[src/rtl/hpu_regif_axil_master_if.sv]
// AXI4-lite bus bundle between the HPU register-interface master and a register bank.
// The master modport drives the address, data, valid and response-ready signals.
interface hpu_regif_axil_master_if #(
  parameter int ADD_W  = 32,
  parameter int DATA_W = 32
);
  logic [ADD_W-1:0]  awaddr;
  logic              awvalid;
  logic              awready;
  logic [DATA_W-1:0] wdata;
  logic              wvalid;
  logic              wready;
  logic [1:0]        bresp;
  logic              bvalid;
  logic              bready;
  logic [ADD_W-1:0]  araddr;
  logic              arvalid;
  logic              arready;
  logic [DATA_W-1:0] rdata;
  logic [1:0]        rresp;
  logic              rvalid;
  logic              rready;

  modport master (
    output awaddr, awvalid, input awready,
    output wdata, wvalid, input wready,
    input  bresp, bvalid, output bready,
    output araddr, arvalid, input arready,
    input  rdata, rresp, rvalid, output rready
  );

  modport slave (
    input  awaddr, awvalid, output awready,
    input  wdata, wvalid, output wready,
    output bresp, bvalid, input bready,
    input  araddr, arvalid, output arready,
    output rdata, rresp, rvalid, input rready
  );
endinterface

[src/rtl/hpu_regif_axil_master.sv]
// Single-outstanding AXI4-lite initiator used by on-chip sequencers to reach the
// HPU register banks; one request in, one response out, with a saturating error count.
module hpu_regif_axil_master #(
  parameter int AXIL_ADD_W  = 32,
  parameter int AXIL_DATA_W = 32,
  parameter int ERR_CNT_W   = 16
) (
  input  logic                   i_cfg_clk,
  input  logic                   i_cfg_srst_n,
  input  logic                   i_req_vld,
  output logic                   o_req_rdy,
  input  logic                   i_req_wr,
  input  logic [AXIL_ADD_W-1:0]  i_req_addr,
  input  logic [AXIL_DATA_W-1:0] i_req_wdata,
  output logic                   o_rsp_vld,
  input  logic                   i_rsp_rdy,
  output logic                   o_rsp_wr,
  output logic [AXIL_DATA_W-1:0] o_rsp_rdata,
  output logic [1:0]             o_rsp_resp,
  output logic [ERR_CNT_W-1:0]   o_err_cnt,
  input  logic                   i_err_cnt_clr,
  hpu_regif_axil_master_if.master m_axil
);

  typedef enum logic [2:0] {
    IDLE    = 3'd0,
    WR_REQ  = 3'd1,
    WR_RESP = 3'd2,
    RD_REQ  = 3'd3,
    RD_RESP = 3'd4,
    RSP     = 3'd5
  } state_t;

  state_t                 r_state;
  state_t                 w_state_nxt;
  logic                   r_req_rdy;
  logic                   r_wr;
  logic [AXIL_ADD_W-1:0]  r_addr;
  logic [AXIL_DATA_W-1:0] r_wdata;
  logic                   r_awvalid;
  logic                   r_wvalid;
  logic                   r_arvalid;
  logic [AXIL_DATA_W-1:0] r_rsp_rdata;
  logic [1:0]             r_rsp_resp;
  logic [ERR_CNT_W-1:0]   r_err_cnt;

  logic       w_req_hs;
  logic       w_aw_done;
  logic       w_w_done;
  logic       w_b_hs;
  logic       w_r_hs;
  logic       w_cap;
  logic [1:0] w_cap_resp;

  // r_req_rdy is only ever high in IDLE, so it alone qualifies acceptance.
  assign w_req_hs   = i_req_vld & r_req_rdy;
  assign w_aw_done  = ~r_awvalid | m_axil.awready;
  assign w_w_done   = ~r_wvalid  | m_axil.wready;
  assign w_b_hs     = (r_state == WR_RESP) & m_axil.bvalid;
  assign w_r_hs     = (r_state == RD_RESP) & m_axil.rvalid;
  assign w_cap      = w_b_hs | w_r_hs;
  assign w_cap_resp = w_b_hs ? m_axil.bresp : m_axil.rresp;

  always_ff @(posedge i_cfg_clk or negedge i_cfg_srst_n) begin
    if (!i_cfg_srst_n) r_state <= IDLE;
    else               r_state <= w_state_nxt;
  end

  always_comb begin
    w_state_nxt = r_state;
    case (r_state)
      IDLE:    if (w_req_hs) w_state_nxt = i_req_wr ? WR_REQ : RD_REQ;
      WR_REQ:  if (w_aw_done && w_w_done) w_state_nxt = WR_RESP;
      WR_RESP: if (m_axil.bvalid) w_state_nxt = RSP;
      RD_REQ:  if (m_axil.arready) w_state_nxt = RD_RESP;
      RD_RESP: if (m_axil.rvalid) w_state_nxt = RSP;
      RSP:     if (i_rsp_rdy) w_state_nxt = IDLE;
      default: w_state_nxt = IDLE;
    endcase
  end

  always_ff @(posedge i_cfg_clk or negedge i_cfg_srst_n) begin
    if (!i_cfg_srst_n) begin
      r_req_rdy   <= 1'b0;
      r_wr        <= 1'b0;
      r_addr      <= '0;
      r_wdata     <= '0;
      r_awvalid   <= 1'b0;
      r_wvalid    <= 1'b0;
      r_arvalid   <= 1'b0;
      r_rsp_rdata <= '0;
      r_rsp_resp  <= 2'b00;
    end else begin
      r_req_rdy <= (w_state_nxt == IDLE);
      if (w_req_hs) begin
        r_wr      <= i_req_wr;
        r_addr    <= {i_req_addr[AXIL_ADD_W-1:2], 2'b00};
        r_wdata   <= i_req_wdata;
        r_awvalid <= i_req_wr;
        r_wvalid  <= i_req_wr;
        r_arvalid <= ~i_req_wr;
      end else begin
        // AW and W retire independently; each valid drops on its own handshake.
        if (r_awvalid && m_axil.awready) r_awvalid <= 1'b0;
        if (r_wvalid  && m_axil.wready)  r_wvalid  <= 1'b0;
        if (r_arvalid && m_axil.arready) r_arvalid <= 1'b0;
      end
      if (w_b_hs) begin
        r_rsp_rdata <= '0;
        r_rsp_resp  <= m_axil.bresp;
      end
      if (w_r_hs) begin
        r_rsp_rdata <= m_axil.rdata;
        r_rsp_resp  <= m_axil.rresp;
      end
    end
  end

  // Clear wins over a same-cycle error so software sees a clean zero.
  always_ff @(posedge i_cfg_clk or negedge i_cfg_srst_n) begin
    if (!i_cfg_srst_n)                                  r_err_cnt <= '0;
    else if (i_err_cnt_clr)                             r_err_cnt <= '0;
    else if (w_cap && (w_cap_resp != 2'b00) && (r_err_cnt != '1))
                                                        r_err_cnt <= r_err_cnt + 1'b1;
  end

  assign o_req_rdy   = r_req_rdy;
  assign o_rsp_vld   = (r_state == RSP);
  assign o_rsp_wr    = r_wr;
  assign o_rsp_rdata = r_rsp_rdata;
  assign o_rsp_resp  = r_rsp_resp;
  assign o_err_cnt   = r_err_cnt;

  assign m_axil.awaddr  = r_addr;
  assign m_axil.awvalid = r_awvalid;
  assign m_axil.wdata   = r_wdata;
  assign m_axil.wvalid  = r_wvalid;
  assign m_axil.bready  = (r_state == WR_RESP);
  assign m_axil.araddr  = r_addr;
  assign m_axil.arvalid = r_arvalid;
  assign m_axil.rready  = (r_state == RD_RESP);

endmodule

[src/flat_wrapper.sv]
// flat-port wrapper written by rule: the top's interface ports become plain ports
module hpu_regif_axil_master_flat 
#(
  parameter int AXIL_ADD_W  = 32,
  parameter int AXIL_DATA_W = 32,
  parameter int ERR_CNT_W   = 16
)
  (i_cfg_clk, i_cfg_srst_n, i_req_vld, o_req_rdy, i_req_wr, i_req_addr, i_req_wdata, o_rsp_vld, i_rsp_rdy, o_rsp_wr, o_rsp_rdata, o_rsp_resp, o_err_cnt, i_err_cnt_clr, m_axil_awaddr, m_axil_awvalid, m_axil_awready, m_axil_wdata, m_axil_wvalid, m_axil_wready, m_axil_bresp, m_axil_bvalid, m_axil_bready, m_axil_araddr, m_axil_arvalid, m_axil_arready, m_axil_rdata, m_axil_rresp, m_axil_rvalid, m_axil_rready);
  hpu_regif_axil_master_if m_axil_i ();
  input  logic i_cfg_clk;
  input  logic i_cfg_srst_n;
  input  logic i_req_vld;
  output logic o_req_rdy;
  input  logic i_req_wr;
  input  logic [AXIL_ADD_W-1:0] i_req_addr;
  input  logic [AXIL_DATA_W-1:0] i_req_wdata;
  output logic o_rsp_vld;
  input  logic i_rsp_rdy;
  output logic o_rsp_wr;
  output logic [AXIL_DATA_W-1:0] o_rsp_rdata;
  output logic [1:0] o_rsp_resp;
  output logic [ERR_CNT_W-1:0] o_err_cnt;
  input  logic i_err_cnt_clr;
  output wire logic [$bits(m_axil_i.awaddr)-1:0] m_axil_awaddr;
  output wire logic [$bits(m_axil_i.awvalid)-1:0] m_axil_awvalid;
  input wire logic [$bits(m_axil_i.awready)-1:0] m_axil_awready;
  output wire logic [$bits(m_axil_i.wdata)-1:0] m_axil_wdata;
  output wire logic [$bits(m_axil_i.wvalid)-1:0] m_axil_wvalid;
  input wire logic [$bits(m_axil_i.wready)-1:0] m_axil_wready;
  input wire logic [$bits(m_axil_i.bresp)-1:0] m_axil_bresp;
  input wire logic [$bits(m_axil_i.bvalid)-1:0] m_axil_bvalid;
  output wire logic [$bits(m_axil_i.bready)-1:0] m_axil_bready;
  output wire logic [$bits(m_axil_i.araddr)-1:0] m_axil_araddr;
  output wire logic [$bits(m_axil_i.arvalid)-1:0] m_axil_arvalid;
  input wire logic [$bits(m_axil_i.arready)-1:0] m_axil_arready;
  input wire logic [$bits(m_axil_i.rdata)-1:0] m_axil_rdata;
  input wire logic [$bits(m_axil_i.rresp)-1:0] m_axil_rresp;
  input wire logic [$bits(m_axil_i.rvalid)-1:0] m_axil_rvalid;
  output wire logic [$bits(m_axil_i.rready)-1:0] m_axil_rready;
  assign m_axil_awaddr = m_axil_i.awaddr;
  assign m_axil_awvalid = m_axil_i.awvalid;
  assign m_axil_i.awready = m_axil_awready;
  assign m_axil_wdata = m_axil_i.wdata;
  assign m_axil_wvalid = m_axil_i.wvalid;
  assign m_axil_i.wready = m_axil_wready;
  assign m_axil_i.bresp = m_axil_bresp;
  assign m_axil_i.bvalid = m_axil_bvalid;
  assign m_axil_bready = m_axil_i.bready;
  assign m_axil_araddr = m_axil_i.araddr;
  assign m_axil_arvalid = m_axil_i.arvalid;
  assign m_axil_i.arready = m_axil_arready;
  assign m_axil_i.rdata = m_axil_rdata;
  assign m_axil_i.rresp = m_axil_rresp;
  assign m_axil_i.rvalid = m_axil_rvalid;
  assign m_axil_rready = m_axil_i.rready;
  hpu_regif_axil_master #(.AXIL_ADD_W(AXIL_ADD_W), .AXIL_DATA_W(AXIL_DATA_W), .ERR_CNT_W(ERR_CNT_W)) u_core (.i_cfg_clk(i_cfg_clk), .i_cfg_srst_n(i_cfg_srst_n), .i_req_vld(i_req_vld), .o_req_rdy(o_req_rdy), .i_req_wr(i_req_wr), .i_req_addr(i_req_addr), .i_req_wdata(i_req_wdata), .o_rsp_vld(o_rsp_vld), .i_rsp_rdy(i_rsp_rdy), .o_rsp_wr(o_rsp_wr), .o_rsp_rdata(o_rsp_rdata), .o_rsp_resp(o_rsp_resp), .o_err_cnt(o_err_cnt), .i_err_cnt_clr(i_err_cnt_clr), .m_axil(m_axil_i));
endmodule
[config.mk]
export PLATFORM = sky130hd
export DESIGN_NAME = hpu_regif_axil_master_flat
export DESIGN_NICKNAME = d
export VERILOG_FILES = /design/src/rtl/hpu_regif_axil_master_if.sv /design/src/rtl/hpu_regif_axil_master.sv /design/src/flat_wrapper.sv
export SDC_FILE = /design/constraint.sdc
export NUM_CORES = 1
export LEC_CHECK = 0
export CAP_MARGIN = 20
export CORE_MARGIN = 3
export CORE_UTILIZATION = 33
export CTS_BUF_LIST = sky130_fd_sc_hd__clkbuf_8 sky130_fd_sc_hd__clkbuf_16
export DETAILED_ROUTE_END_ITERATION = 8
export PLACE_DENSITY_LB_ADDON = 0.2
export SLEW_MARGIN = 40
export SYNTH_ARGS = -nofsm -noshare
export SYNTH_HDL_FRONTEND = slang
export SYNTH_SLANG_ARGS = --single-unit
export TNS_END_PERCENT = 100
[constraint.sdc]
create_clock -name i_cfg_clk -period 1.9 [get_ports i_cfg_clk]
set_input_delay 0.285 -clock i_cfg_clk [delete_from_list [all_inputs] [get_ports i_cfg_clk]]
set_output_delay 0.285 -clock i_cfg_clk [all_outputs]
set_load 0.1 [all_outputs]
; ---- Word-level counts from Yosys, hierarchy flattened
; Cells that the tools add are included.
[word_totals]
regBits = 120
inputBits = 111
out_inout_bits = 154
word_cells = 62
[classes]
add_sub_neg = 1
n_eq_ne = 6
n_mux = 21
n_bitwise = 9
reduce_logical = 14
[ops]
columns = operator, n
row1 = $mux 32, 2
row2 = $mux 16, 2
row3 = $mux 3, 6
row4 = $pmux 3 s6, 1
row5 = $add 16x1->16 const B, 1
row6 = $ne 16x16->1 const B, 1
row7 = $reduce_bool 2->1, 6
row8 = $mux 2, 4
row9 = $eq 3x2->1 const B, 2
row10 = $eq 3x3->1 const B, 2
row11 = $logic_and 1x1->1, 6
row12 = $logic_not 3->1, 2
row13 = $mux 1, 6
row14 = $and 1x1->1, 3
row15 = $eq 3x1->1 const B, 1
row16 = $not 1->1, 3
row17 = $or 1x1->1, 3

; ---- Logic depth before layout (Yosys ltp)
[depth]
depth_word = 8
mapped_depth = 7
ltp_nobuf = 6

; ---- Least setup slack after synthesis
; Ideal clock, no wire load.
[synth_path]
kind = reg2out
from = register u_core.r_state[0]
to = output port o_rsp_vld
arrival_time_ns = 2.925
t_required_ns = 1.615
setup_slack_ns = -1.310
path_stages_with_launch = 4
n_path_buf = 1
cell_sequence = dfrtp_1 clkbuf_1 inv_1 nor3b_1
[synth_between]
elab_chain_len = 1
[synth_lines]
columns = element, line
row1 = "start, declared", hpu_regif_axil_master.sv:34  ; state_t r_state;
row2 = "start signal, assigned", hpu_regif_axil_master.sv:66  ; else r_state <= w_state_nxt;
row3 = $eq 3x3->1, hpu_regif_axil_master.sv:128  ; assign o_rsp_vld = (r_state == RSP);
row4 = "end, declared", flat_wrapper.sv:17  ; output logic o_rsp_vld;
; No other way between the ends.

; ---- Final worst setup path
; Ends and elaborated chain as after synthesis.

==> results.toml <==
[clock_network]
cts_sinks = 120
cts_made_buffers = 17
cts.clk_slew.worst_paths_ps = 60
cts-root-buf = "clkbuf_16"
h-tree-depth = 4
clk-insertion-delay-late_ps = 400
clock_path_buffers = 2
tritoncts = "done"

[floorplan]
fp-row-count = 44
core_sq_um = 14860
initial_utilization_pct = 34.49
die_w_microns = 130.7
top_level_ports = 265
dieArea_sq_um = 17070
fp.dieH_microns = 130.7

[routing]
post_drt_wl_per_cell_microns = 16.69
drt_iter0_drc = 161
num_vias = 4000
wl_microns = 14020
ant_nets = 0
via_per_inst = 4.762
dr.pass1.iters = 4
drt_drc_violations_left = 0

[final_layout]
fillers = 1266
drive_above_1_share_pct = 45.43
area_growth_pct = 60.76
layout.nets = 755
n_antenna_cell = 0
final_cell_area_sq_um = 8243

[critical_path]
crit_arrival_ps = 1520
critPathLaunchType = "register"
cp_max_fo = 10
critPathKind = "register to primary output"
cp-end-kind = "primary output"
worstPathRequired_ps = 1620

[yosys]
synth_edf_count = 0
synth_top_area_share_pct = 58.57
synth_cells = 394
synth.most_common_cell = "dfrtp_1"
post-synth-top-area-cell = "dfrtp_1"
ys_ff_latch = 120
synth_ff_type = "dfrtp_1"
async_reset_ff_share_pct = 100.0
synth_area_sq_um = 5127
yosysSeqAreaShare_pct = 58.57
synth-warning-count = 0
yosys-top-cells-area = "dfrtp_1 (59%), mux2_2 (14%), a22o_1 (5.5%), buf_4 (5.1%), xnor2_1 (2.2%)"
synth_cell_types = 45
syn_avg_cell_area_sq_um = 13.01
netlist_top_cells_count = "dfrtp_1 (120), mux2_2 (63), buf_4 (35)"

[sta]
hold_viol_final = 0
final.setup.tns_ps = 0
worst_pin_slew_ps = 526.9
fin_crit_ps = 1808
finalSetupViolCount = 0
skew_ps = 5.914
max_freq_ghz = 0.5532
slew_headroom_pct = 64.87
drv_slew = 0
fin_crit_sh_pct = 95.15

[placement]
gp_congestion = 0.8503
place_area_sq_um = 7566
hpwlAfterDp_microns = 10470
portBuffers = 258

[run_status]
outcome = "finished clean"

[global_routing]
grt_use_total_pct = 16.22
grt_pass1_vias = 4094
antenna_found_initial = 0
grt.overflow.total = 0
grt_pass1_wl_microns = 21140
grt_max_degree = 50

[flow_run]
max_cap_violations = 0

[worst_hold_path]
min_path_type = "input port to asynchronous set/reset pin"
==> state kept, by name (all words and copies together) (netlist names) <==
name	flops
u_core.m_axil.arvalid	1
u_core.o_req_rdy	1
u_core.m_axil.wdata	32
u_core.o_rsp_resp	2
u_core.o_rsp_wr	1
u_core.r_state	3
u_core.m_axil.wvalid	1
u_core.m_axil.araddr	30
u_core.o_err_cnt	16
u_core.m_axil.awvalid	1
u_core.o_rsp_rdata	32
==> final timing paths <==
check	from	endpoint	slack (ps)	cells past startpoint
setup reg to reg	u_core.o_err_cnt[0]	u_core.o_err_cnt[11]	100	6
hold reg to reg	u_core.o_rsp_wr	u_core.o_rsp_wr	490	2
setup / recovery	u_core.r_state[0]	o_rsp_vld	90	4
hold / removal	i_cfg_srst_n	u_core.m_axil.araddr[6]	390	2
min in group i_cfg_clk	i_req_wdata[13]	u_core.m_axil.wdata[13]	490	2
max in group asynchronous	i_cfg_srst_n	u_core.o_rsp_rdata[9]	850	3
==> area by class of cell <==
class | instances | area [sq um] | share of cell area [%]
clock buffer | 20 | 466.7 | 5.662
multi-input combinational | 219 | 1802 | 21.86
timing repair buffer | 281 | 2492 | 30.24
inverter | 4 | 15.01 | 0.1821
sequential | 120 | 3062 | 37.14
clock inverter | 12 | 175.2 | 2.125
tap | 184 | 230.2 | 2.793
==> critical path, stage by stage (launching register included) <==
cell and delay [ps]:
dfrtp_1 370, buf_4 180, inv_1 100, nor3b_2 260, buf_12 210
==> cell usage in the layout, fill, tap and decap left out, drive strengths merged, types with 3 or more instances in the layout <==
master           n
bufinv           4
clkdlybuf4s50  107
nand2           18
nor2            20
nand2b           7
nor4             4
nor3             7
or2              3
conb             4
clkbuf          20
xnor2           13
or3              3
nor3b            3
o21ai            5
clkinvlp         4
buf            173
a21oi            3
mux2            64
a22o            32
inv              6
nand4            6
dfrtp          120
nand3            6
==> per-stage QoR <==
step | utilization [%] | std cells | hold WS [ps] | setup slack [ps]
after floorplan | - | 397 | -10.59 | -366.1
after global placement | 50.90 | 806 | 288.5 | -192.8
after detailed placement | 50.90 | 806 | 300.9 | -199.1
after CTS | 55.29 | 839 | 396.6 | 76.27
after global routing | 55.45 | 840 | 421.4 | -5.336
final | 55.45 | 840 | 389.4 | 92.19
==> routing by layer <==
layer | GRT usage (%) | vias to the layer above | routed length [microns]
met4 | 5.445 | 0 | 167
met3 | 5.325 | 13 | 1164
met1 | 18.43 | 1949 | 5502
li1 | - | 1864 | -
met2 | 28.73 | 174 | 7183
met5 | 0 | - | 0
==> timing repair <==
| item | 4_1_cts | 5_1_grt |
|---|---|---|
| endpoints found under the setup margin | 0 | 1 |
| endpoints found under the hold margin | 33 | 0 |
| gates resized for setup | 0 | 3 |
| setup buffers | 0 | 1 |
| hold buffers | 1 | 0 |
==> logic make-up after synthesis <==
family / share of synthesized area (%)
fa+ha+maj: 0.2440
xor+xnor: 2.221
other cells: 0.07314
compound gates: 7.760
buf+inv: 7.125
flops: 58.57
simple gates: 9.956
mux: 14.06
Power is not shown: default switching activity piles up to over one toggle a cycle in this logic, so the estimate is an artifact.
